<file path="src/rtl/fwd_sel_ctrl_pkg.sv">
`default_nettype none
// ============================================================================
// Module  : fwd_sel_ctrl_pkg
// Brief   : Shared select codes, shadow-pipe entry type and match helper.
// Revision: 1.0 - initial release
// ============================================================================
package fwd_sel_ctrl_pkg;

    localparam int REG_ADDR_W = 5;

    localparam logic [1:0] SEL_RF  = 2'd0;
    localparam logic [1:0] SEL_EX  = 2'd1;
    localparam logic [1:0] SEL_MEM = 2'd2;
    localparam logic [1:0] SEL_WB  = 2'd3;

    typedef struct packed {
        logic                  valid;
        logic [REG_ADDR_W-1:0] dst;
        logic                  wen;
        logic                  isload;
    } shadow_entry_t;

    localparam shadow_entry_t SHADOW_BUBBLE = '0;

    // $0 is hardwired, so it never matches a producer
    function automatic logic entry_hit(input shadow_entry_t e,
                                       input logic [REG_ADDR_W-1:0] src);
        return e.valid & e.wen & (e.dst == src) & (src != '0);
    endfunction

endpackage
`default_nettype wire

</file>
<file path="src/rtl/fwd_src_cmp.sv">
`default_nettype none
// ============================================================================
// Module  : fwd_src_cmp
// Brief   : Resolves one source operand against EX/MEM/WB shadow entries.
// Revision: 1.0 - initial release
// ============================================================================
module fwd_src_cmp
    import fwd_sel_ctrl_pkg::*;
(
    input  logic [REG_ADDR_W-1:0] src,
    input  logic                  use_src,
    input  logic                  id_valid,
    input  shadow_entry_t         ex_e,
    input  shadow_entry_t         mem_e,
    input  shadow_entry_t         wb_e,
    output logic [1:0]            sel,
    output logic                  loaduse
);

    logic w_active;
    logic w_ex_hit;
    logic w_mem_hit;
    logic w_wb_hit;
    logic w_unused;

    assign w_active  = id_valid & use_src;
    assign w_ex_hit  = w_active & entry_hit(ex_e, src);
    assign w_mem_hit = w_active & entry_hit(mem_e, src);
    assign w_wb_hit  = w_active & entry_hit(wb_e, src);
    assign w_unused  = ^{mem_e.isload, wb_e.isload};

    // youngest producer wins
    always_comb begin
        sel = SEL_RF;
        if (w_ex_hit) begin
            sel = SEL_EX;
        end else if (w_mem_hit) begin
            sel = SEL_MEM;
        end else if (w_wb_hit) begin
            sel = SEL_WB;
        end
    end

    assign loaduse = w_ex_hit & ex_e.isload;

endmodule
`default_nettype wire

</file>
<file path="src/rtl/fwd_sel_ctrl.sv">
`default_nettype none
// ============================================================================
// Module  : fwd_sel_ctrl
// Brief   : ID-stage forwarding select and stall control with shadow pipe.
// Revision: 1.0 - initial release
// ============================================================================
module fwd_sel_ctrl
    import fwd_sel_ctrl_pkg::*;
#(
    parameter int ADDR_W  = REG_ADDR_W,
    parameter int DIV_LAT = 32
) (
    input  logic              iClk,
    input  logic              iRst_n,
    input  logic              iIdValid,
    input  logic [ADDR_W-1:0] iIdRs,
    input  logic [ADDR_W-1:0] iIdRt,
    input  logic              iIdUseRs,
    input  logic              iIdUseRt,
    input  logic [ADDR_W-1:0] iIdDst,
    input  logic              iIdWen,
    input  logic              iIdIsLoad,
    input  logic              iIdIsDiv,
    input  logic              iFlush,
    output logic [1:0]        oSelA,
    output logic [1:0]        oSelB,
    output logic              oStall
);

    localparam int CNT_W = $clog2(DIV_LAT + 1);

    shadow_entry_t    r_ex;
    shadow_entry_t    r_mem;
    shadow_entry_t    r_wb;
    logic [CNT_W-1:0] r_div_cnt;

    shadow_entry_t    w_id_entry;
    logic [1:0]       w_sel_a;
    logic [1:0]       w_sel_b;
    logic             w_lu_a;
    logic             w_lu_b;
    logic             w_stall;
    logic             w_issue;

    fwd_src_cmp u_cmp_rs (
        .src      (REG_ADDR_W'(iIdRs)),
        .use_src  (iIdUseRs),
        .id_valid (iIdValid),
        .ex_e     (r_ex),
        .mem_e    (r_mem),
        .wb_e     (r_wb),
        .sel      (w_sel_a),
        .loaduse  (w_lu_a)
    );

    fwd_src_cmp u_cmp_rt (
        .src      (REG_ADDR_W'(iIdRt)),
        .use_src  (iIdUseRt),
        .id_valid (iIdValid),
        .ex_e     (r_ex),
        .mem_e    (r_mem),
        .wb_e     (r_wb),
        .sel      (w_sel_b),
        .loaduse  (w_lu_b)
    );

    // flush outranks any stall: a killed slot has nothing to hold
    assign w_stall = iIdValid & ~iFlush & (w_lu_a | w_lu_b | (r_div_cnt != '0));
    assign w_issue = iIdValid & ~w_stall & ~iFlush;

    always_comb begin
        w_id_entry        = SHADOW_BUBBLE;
        w_id_entry.valid  = 1'b1;
        w_id_entry.dst    = REG_ADDR_W'(iIdDst);
        w_id_entry.wen    = iIdWen;
        w_id_entry.isload = iIdIsLoad;
    end

    always_ff @(posedge iClk) begin
        if (!iRst_n) begin
            r_ex      <= SHADOW_BUBBLE;
            r_mem     <= SHADOW_BUBBLE;
            r_wb      <= SHADOW_BUBBLE;
            r_div_cnt <= '0;
        end else begin
            r_wb  <= r_mem;
            r_mem <= r_ex;
            r_ex  <= w_issue ? w_id_entry : SHADOW_BUBBLE;
            if (w_issue && iIdIsDiv) begin
                r_div_cnt <= CNT_W'(DIV_LAT);
            end else if (r_div_cnt != '0) begin
                r_div_cnt <= r_div_cnt - CNT_W'(1);
            end
        end
    end

    assign oSelA  = iRst_n ? w_sel_a : SEL_RF;
    assign oSelB  = iRst_n ? w_sel_b : SEL_RF;
    assign oStall = iRst_n & w_stall;

endmodule
`default_nettype wire

</file>
<file path="config.mk">
export PLATFORM = sky130hd
export DESIGN_NAME = fwd_sel_ctrl
export DESIGN_NICKNAME = d
export VERILOG_FILES = /design/src/rtl/fwd_sel_ctrl_pkg.sv /design/src/rtl/fwd_src_cmp.sv /design/src/rtl/fwd_sel_ctrl.sv
export SDC_FILE = /design/constraint.sdc
export NUM_CORES = 1
export LEC_CHECK = 0
export CORE_MARGIN = 5
export CORE_UTILIZATION = 50
export DETAILED_ROUTE_END_ITERATION = 6
export GPL_TIMING_DRIVEN = 0
export PLACE_DENSITY_LB_ADDON = 0.05
export SLEW_MARGIN = 20
export SYNTH_ARGS = -nofsm -noshare
export SYNTH_HDL_FRONTEND = slang
export SYNTH_SLANG_ARGS = --single-unit
</file>
<file path="constraint.sdc">
create_clock -name iClk -period 2.65 [get_ports iClk]
set_input_delay 0.53 -clock iClk [delete_from_list [all_inputs] [get_ports iClk]]
set_output_delay 0.53 -clock iClk [all_outputs]
set_load 0.02 [all_outputs]
</file>
# Word level (Yosys, flattened, before mapping)
# Cells that the tools add are included.
# Widths: inputs -> output; s select.
# word_totals
word_cells	72
inputBits	24
out_inout_bits	5
reg_bits	28
# classes
addsub	1
eq_ne	6
reduce_logical	7
muxes	11
bitwise	35
# op_table
op	count
$and 1x1->1	30
$eq 5x5->1	6
$mux 2	8
$mux 6	2
$reduce_bool 5->1	2
$mux 8	1
$reduce_bool 6->1	1
$sub 6x1->6 const B	1
$not 1->1	3
$or 1x1->1	2
$reduce_and 2->1	1
$reduce_bool 2->1	1
$reduce_or 2->1	1
$logic_and 1x1->1	1

# Longest topological paths before layout
# Gate-level depths: netlist of run 1.
# logic_depth
depth_word	13
ltp_mapped	7
depth_no_buf	7

# By module
# A second synthesis of run 1 with hierarchy kept.
# unflattened
cells_unflattened	150
hier_area_um2	1468.9
# by_module_without_submodules
module	cells_per_inst	instances	area_each_um2	seq_area_each_um2
fwd_sel_ctrl	90	1	1013.5	600.6
fwd_src_cmp	30	2	227.7	0.0

# Least setup slack after synthesis of run 1
# No wires, ideal clock.
# synth_path
path_kind	input to output
start	input iIdRs[0]
end	output oStall
stages	5
arrival_time_ps	1806
path_buffers	1
t_required_ps	2120
path_slack_ps	314
cell_sequence	clkbuf_1 -> o21bai_2 -> or4_4 -> a21boi_2 -> o211a_1
# synth_between
elab_chain_cells	9
elab_cells_between_ends	10
classes_between	1 x eq/ne; 8 x bitwise; 1 x reduce/logical
# synth_rtl
item	line_no	source
start: declaration	fwd_sel_ctrl.sv:16	input logic [ADDR_W-1:0] iIdRs,
$eq 5x5->1	fwd_sel_ctrl_pkg.sv:28	return e.valid & e.wen & (e.dst == src) & (src != '0);
$and 1x1->1	fwd_sel_ctrl_pkg.sv:28	
$and 1x1->1 (*)	fwd_sel_ctrl_pkg.sv:28	
$and 1x1->1 (*)	fwd_src_cmp.sv:27	assign w_ex_hit = w_active & entry_hit(ex_e, src);
$and 1x1->1 (*)	fwd_src_cmp.sv:44	assign loaduse = w_ex_hit & ex_e.isload;
$or 1x1->1 (*) (2 in series)	fwd_sel_ctrl.sv:68	assign w_stall = iIdValid & ~iFlush & (w_lu_a | w_lu_b | (r_div_cnt != '0));
$and 1x1->1 (*)	fwd_sel_ctrl.sv:68	
$and 1x1->1 (*)	fwd_sel_ctrl.sv:99	assign oStall = iRst_n & w_stall;
end: declaration	fwd_sel_ctrl.sv:27	output logic oStall
# Mark *: on every way between the ends. The rest lies on a longest branch, timed or not.

# Worst setup path after layout of run 1
# layout_path
start	input iIdRt[3]
end	output oStall
# layout_between
elab_chain_cells	9
elab_cells_between_ends	10
classes_between	1 x eq/ne; 8 x bitwise; 1 x reduce/logical
# layout_rtl
item	line_no	source
start: declaration	fwd_sel_ctrl.sv:17	input logic [ADDR_W-1:0] iIdRt,
$eq 5x5->1	fwd_sel_ctrl_pkg.sv:28	
$and 1x1->1	fwd_sel_ctrl_pkg.sv:28	
$and 1x1->1 (*)	fwd_sel_ctrl_pkg.sv:28	
$and 1x1->1 (*)	fwd_src_cmp.sv:27	
$and 1x1->1 (*)	fwd_src_cmp.sv:44	
$or 1x1->1 (*) (2 in series)	fwd_sel_ctrl.sv:68	
$and 1x1->1 (*)	fwd_sel_ctrl.sv:68	
$and 1x1->1 (*)	fwd_sel_ctrl.sv:99	
# Marked as above.

==> metrics.md, run 1 <==
| Metric | Value |
|---|---|
| Status | finished clean |
| Worst-path clk slew | 0.15 ns |
| GRT Total Usage | 15.8% |
| CP Class | input pin to primary output |
| Area grow syn2layout | 26.7% |
| EDFF count, synth | 0 |
| Die H | 63.9 um |
| FF-to-FF setup slack | 0.74 ns |
| I/O pins | 29 |
| Pin slew with the least headroom to its limit | 0.415 ns |
| Share of post-route cells with drive strength above 1 | 26.3% |
| DRC | 0 |
| CP Max Fanout | 4 |
| RSZ-0062 raised after global routing | true |
| Yosys top cell area share | 38.5% |
| Clock Skews | 0.00678 ns |
| CTS tree | yes |
| Pwr/cell area | 590 mW/mm^2 |
| Final Hold Vio Count | 0 |
| Hold_sp | r_mem[7]$_SDFF_PN0_ |
| YS warnings | 0 |
| Synthesized area per cell | 9.45 um^2 |
| Hold_ws | 0.463 ns |
| Largest net degree at the start of global routing | 16 |
| WP data required | 2.12 ns |
| Die ar. | 0.00409 mm^2 |
| Final WL | 3220 um |
| Root Buffer | clkbuf_4 |
| Max-slew headroom | 72.3% |
| Detailed-route via count | 1189 |
| Max clock buf depth | 2 |
| VDD IR max | 0.651 mV |
| RePlAce Congestion | 0.806 |
| Worst R2R End | r_ex[6]$_SDFF_PN0_ |
| First-pass GRT wire length | 5290 um |
| Fin. max-slew vios | 0 |
| Die width | 63.9 um |
| Final period utilization | 99.4% |
| Post-layout util | 66.3% |
| Vias in the first global route | 1165 |
| Final min period | 2.63 ns |
| Min-Delay Path Class | flip-flop to flip-flop |
| Syn Inst Count | 154 |
| Synth Cell Area | 0.00146 mm^2 |
| Main flop type after synthesis | dfxtp_1 |
| Area leader, netlist | dfxtp_1 |
| 1st-pass router iterations | 4 |
| Reg2reg path depth | 7 |
| Fillers | 243 |
| N_diodes | 0 |
| CORE AREA | 0.00278 mm^2 |
| Leakage | 0.719 nW |
| Max incr delay on CP | 0.58 ns |
| Arrival @ worst endpoint | 2.10 ns |
| Worst setup endpoint | oStall |
| Crit path cell chain | clkdlybuf4s15_2 > xnor2_1 > nand4_1 > or4_4 > a21boi_2 > o211a_1 > buf_6 |
| Max_cap viols | 0 |
| DP HPWL | 2530 um |
| CP Launch Type | input pin |
| Area contributors post-synth | dfxtp_1 39%, xnor2_1 15%, and2_1 9.5% |
| CP Buf/Inv Count | 2 |
| Total stage count of the critical path | 7 |
| Achievable clock frequency | 380 MHz |
| Netlist cell types | 41 |
| Asr flop ratio synth | 0% |
| Setup tns final | 0 ns |
| Number of nets in the layout | 216 |
| Num Clock Sinks | 28 |
| Count of input and output buffers | 26 |
| Critical Path Start | iIdRt[3] |
| Site Rows | 19 |
| Count leader, synth | dfxtp_1 |
| Sequential-to-total area share from yosys stat | 38.5% |
| Worst R2R Start | r_div_cnt[1]$_SDFFE_PP0P_ |
| Final setup viols | 0 |
| Final ANT Viol Nets | 0 |
| Synthesis-stage register bit count | 28 |
| Initial antenna violation count | 0 |
| Family with the most delay on the worst path | simple AND/OR/NAND/NOR gates |
| Mapped Nets | 179 |
| Grt ovf | 0 |
| Wire per inst | 14.6 um |
| H-Tree Depth | 1 |
| Clk_lat worst skew | 0.32 ns |
| Most instantiated cells after synthesis | 28 x dfxtp_1, 25 x xnor2_1, 22 x and2_1 |
| Vias/cell | 5.38 |
| Worst Setup End Kind | primary output |
| Initial Utilization | 52.3% |
| DRT iter0 DRCs | 69 |
| CTS buffer count | 3 |
| Crit-path slowest cell | or4_4 |
-- worst min path at each step --
stage                                    end  slack (ns)  cells after the start
final                     r_wb[7]$_SDFF_PN0_        0.46                      1
after global routing      r_wb[1]$_SDFF_PN0_        0.50                      1
after CTS                 r_wb[7]$_SDFF_PN0_        0.47                      1
after detailed placement  r_wb[7]$_SDFF_PN0_        0.44                      1
after global placement    r_wb[1]$_SDFF_PN0_        0.44                      1
after floorplan           r_wb[1]$_SDFF_PN0_        0.43                      1
-- routing by layer --
metal | vias up | part of all wire, % | track usage [%]
met4 | 0 | 0.43 | 2.34
met3 | 2 | 6.1 | 5.43
li1 | 605 | - | -
met5 | - | 0 | 0
met2 | 37 | 48 | 25.1
met1 | 545 | 45 | 21.1
-- power by group --
group	switching, mW	total [mW]	internal (mW)
Combinational	0.176	0.371	0.195
Sequential	0.0461	0.515	0.469
Clock	0.119	0.203	0.0840
-- sequential cells by signal, summed over array words and instances (netlist names) --
signal and flops:
r_wb 7, r_mem 7, r_ex 8, r_div_cnt 6
-- through the flow --
stage / instances / cell area (um^2) / total power, mW / setup WS (ns)
floorplan: 154 / 1460 / 0.752 / 0.314
global placement: 211 / 1750 / 0.837 / -0.869
detailed placement: 211 / 1750 / 0.854 / -0.886
CTS: 220 / 1820 / 1.07 / -0.00689
global route: 221 / 1840 / 1.16 / -0.0415
finish: 221 / 1840 / 1.09 / 0.0154
-- layout by cell type, fill, tap and decap left out, drive strengths merged, types with 2 or more instances in the layout --
| master | count |
|---|---|
| and2 | 22 |
| or3 | 3 |
| and3 | 2 |
| o21ai | 2 |
| inv | 2 |
| or4 | 5 |
| clkbuf | 9 |
| clkdlybuf4s15 | 2 |
| dlygate4sd2 | 2 |
| nor3 | 3 |
| clkdlybuf4s50 | 9 |
| dfxtp | 28 |
| nor4 | 2 |
| nand3 | 2 |
| xnor2 | 25 |
| buf | 18 |
| nor2b | 2 |
| a21oi | 2 |
| nand4 | 7 |
| nor2 | 6 |
| nand2 | 13 |
| xor2 | 7 |
| a21boi | 2 |
-- cells by family (layout without fill, tap and decap cells) --
logic type                 count (synthesis)  count (layout)  synth area share (%)
xor gates and xnor gates                  32              32                  19.3
DFF                                       28              28                  38.5
muxes                                      1               1                 0.774
and+or+nand+nor                           70              70                  28.9
adders and majority gates                  1               1                 0.860
AOI/OAI and AO/OA                         16              16                  9.89
buffers and inverters                      6              42                  1.81
-- layout make-up --
type | instances | area, um^2 | area share, %
Multi-Input combinational cell | 120 | 928 | 50.3
Sequential cell | 28 | 566 | 30.7
Timing Repair Buffer | 32 | 249 | 13.5
Tap cell | 31 | 38.8 | 2.10
Clock buffer | 4 | 36.3 | 1.97
Buffer | 4 | 18.8 | 1.02
Inverter | 2 | 7.51 | 0.407
-- what timing repair did --
action                                  CTS  global route
setup buffers                             5             1
pin swaps                                10             6
hold buffers                              0             0
resized for setup                        56            22
endpoints found under the setup margin    5             5
No activity file was read; power rests on OpenSTA's default activity.
==> run 2: changes to the inputs <==
Settings changed: SKIP_LAST_GASP set to 1.
==> run 2 against run 1 <==
Against the previous run:
- maximum frequency is essentially flat
- hold slack hardly changed
- clock-buffer cell count is the same
- power down 0.19%
- worst setup slack improved by 0.0013 ns
- clock power hardly changed
- critical path type unchanged
- non-clock buffer count is the same
- die area unchanged
- highest routed layer unchanged
==> metrics.md, run 2 (same netlist as run 1, synthesis figures left out) <==
| Metric | Value |
|---|---|
| Status | finished clean |
| CP Buf/Inv Count | 2 (unchanged) |
| Highest routed layer | met4 |
| Pin slew with the least headroom to its limit | 0.409 ns (-0.00585 ns) |
| Initial antenna violation count | 0 (unchanged) |
| Worst-path clk slew | 0.14 ns (about the same) |
| Max_cap viols | 0 (unchanged) |
| Met3 wire length | 194 um (-2.0%) |
| Num Clock Sinks | 28 (unchanged) |
| Die ar. | 0.00409 mm^2 (unchanged) |
| Hold_ws | 0.464 ns (+0.000485 ns) |
| Number of nets in the layout | 216 (unchanged) |
| H-Tree Depth | 1 (unchanged) |
| Site Rows | 19 (unchanged) |
| Family with the most delay on the worst path | simple AND/OR/NAND/NOR gates |
| Reg2reg path depth | 6 (-1) |
| Max clock buf depth | 2 (unchanged) |
| DRT iter0 DRCs | 54 (-22%) |
| RePlAce Congestion | 0.806 (unchanged) |
| Fillers | 243 (unchanged) |
| WL met2 | 1530 um (-1.0%) |
| Arrival @ worst endpoint | 2.10 ns (about the same) |
| Final setup viols | 0 (unchanged) |
| Vias/cell | 5.34 (-0.67%) |
| Grt ovf | 0 (unchanged) |
| Root Buffer | clkbuf_4 |
| Final Hold Vio Count | 0 (unchanged) |
| DP HPWL | 2530 um (unchanged) |
| Final period utilization | 99.4% (about the same) |
| Vias in the first global route | 1165 (unchanged) |
| Initial Utilization | 52.3% (unchanged) |
| Clock Skews | 0.00638 ns (-0.000404 ns) |
| VDD IR max | 0.650 mV (-0.11%) |
| WP data required | 2.12 ns (about the same) |
| Area grow syn2layout | 26.7% (unchanged) |
| Die H | 63.9 um (unchanged) |
| Min-Delay Path Class | flip-flop to flip-flop |
| RSZ-0062 raised after global routing | true |
| Fin. max-slew vios | 0 (unchanged) |
| Post-CTS Hold Fix Bufs | 0 (unchanged) |
| GRT Total Usage | 15.8% (unchanged) |
| Cells after DPL | 211 (unchanged) |
| Commonest non-fill, non-tap cells in the layout | 24 x dfxtp_1, 22 x and2_1, 20 x xnor2_1 |
| Share of post-route cells with drive strength above 1 | 25.8% (-0.53 points) |
| CP Launch Type | input pin |
| Max-slew headroom | 72.7% (+0.39 points) |
| Most flops, register | r_ex |
| CTS buffer count | 3 (unchanged) |
| Achievable clock frequency | 380 MHz (about the same) |
| Final WL | 3220 um (about the same) |
| Clk_lat worst skew | 0.32 ns (about the same) |
| CORE AREA | 0.00278 mm^2 (unchanged) |
| Count of input and output buffers | 26 (unchanged) |
| Crit-path slowest cell | or4_4 |
| CTS tree | yes |
| Layout Cells excl Fill | 221 (unchanged) |
| Pwr/cell area | 589 mW/mm^2 (-0.19%) |
| Final min period | 2.63 ns (-0.00134 ns) |
| Number of flip-flops in the largest register | 8 (unchanged) |
| 1st-pass router iterations | 4 (unchanged) |
| CP Max Fanout | 4 (unchanged) |
| I/O pins | 29 (unchanged) |
| CP Class | input pin to primary output |
| Detailed-route via count | 1181 (-0.67%) |
| Die width | 63.9 um (unchanged) |
| Hold Path Stages | 1 (unchanged) |
| Most common cell after layout, fill and taps aside | dfxtp_1 |
| N_diodes | 0 (unchanged) |
| Crit path cell chain | clkdlybuf4s15_2 > xnor2_1 > nand4_1 > or4_4 > a21boi_2 > o211a_1 > buf_6 |
| First-pass GRT wire length | 5290 um (unchanged) |
| Leakage | 0.719 nW (about the same) |
| Worst Setup End Kind | primary output |
| Largest net degree at the start of global routing | 16 (unchanged) |
| Final ANT Viol Nets | 0 (unchanged) |
| Top flop regs | r_ex (8), r_mem (7), r_wb (7) |
| Wire per inst | 14.6 um (about the same) |
| DRC | 0 (unchanged) |
| Total stage count of the critical path | 7 (unchanged) |
| Max incr delay on CP | 0.58 ns (about the same) |
| Metal-1 WL | 1480 um (+1.2%) |
==> run 2: area by class of cell <==
type	count	area [um^2]	share of cell area [%]
Clock buffer	4	36.3	1.97
Timing Repair Buffer	32	249	13.5
Tap cell	31	38.8	2.10
Multi-Input combinational cell	120	928	50.3
Inverter	2	7.51	0.407
Sequential cell	28	566	30.7
Buffer	4	18.8	1.02
==> run 2: power by group <==
group | total (mW) | leakage (nW) | internal (mW) | switching [mW]
clock | 0.203 | 0.0210 | 0.0840 | 0.119
combinational | 0.370 | 0.469 | 0.194 | 0.175
sequential | 0.514 | 0.229 | 0.469 | 0.0451
total | 1.09 | 0.719 | 0.747 | 0.340
==> run 2: stage by stage <==
step                      power (mW)  worst slack (ns)  TNS (ns)  utilization (%)  area [um^2]
after global routing            1.16           -0.0448   -0.0448             66.3         1840
final                           1.09            0.0167         0             66.3         1840
after floorplan                0.752             0.314         0                -         1460
after global placement         0.837            -0.869     -3.69             63.1         1750
after detailed placement       0.854            -0.886     -3.87             63.1         1750
after CTS                       1.07          -0.00689  -0.00689             65.6         1820
==> run 2: routing by layer <==
layer / vias to the layer above / global-route usage (%)
met4: 0 / 2.34
met5: - / 0
met2: 35 / 25.1
li1: 607 / -
met3: 2 / 5.43
met1: 537 / 21.1
==> run 2: timing repair <==
| action | CTS | global route |
|---|---|---|
| hold endpoints to repair | 0 | 0 |
| buffers inserted | 5 | 1 |
| endpoints found under the setup margin | 5 | 5 |
| gates resized for setup | 56 | 21 |
| pin swaps | 10 | 6 |
==> run 2: final timing paths <==
kind / to / slack, ns / start
hold reg to reg: r_wb[7]$_SDFF_PN0_ / 0.46 / r_mem[7]$_SDFF_PN0_
hold / removal: r_wb[7]$_SDFF_PN0_ / 0.46 / r_mem[7]$_SDFF_PN0_
setup / recovery: oStall / 0.02 / iIdRt[3]
setup reg to reg: r_div_cnt[1]$_SDFFE_PP0P_ / 0.74 / r_div_cnt[1]$_SDFFE_PP0P_
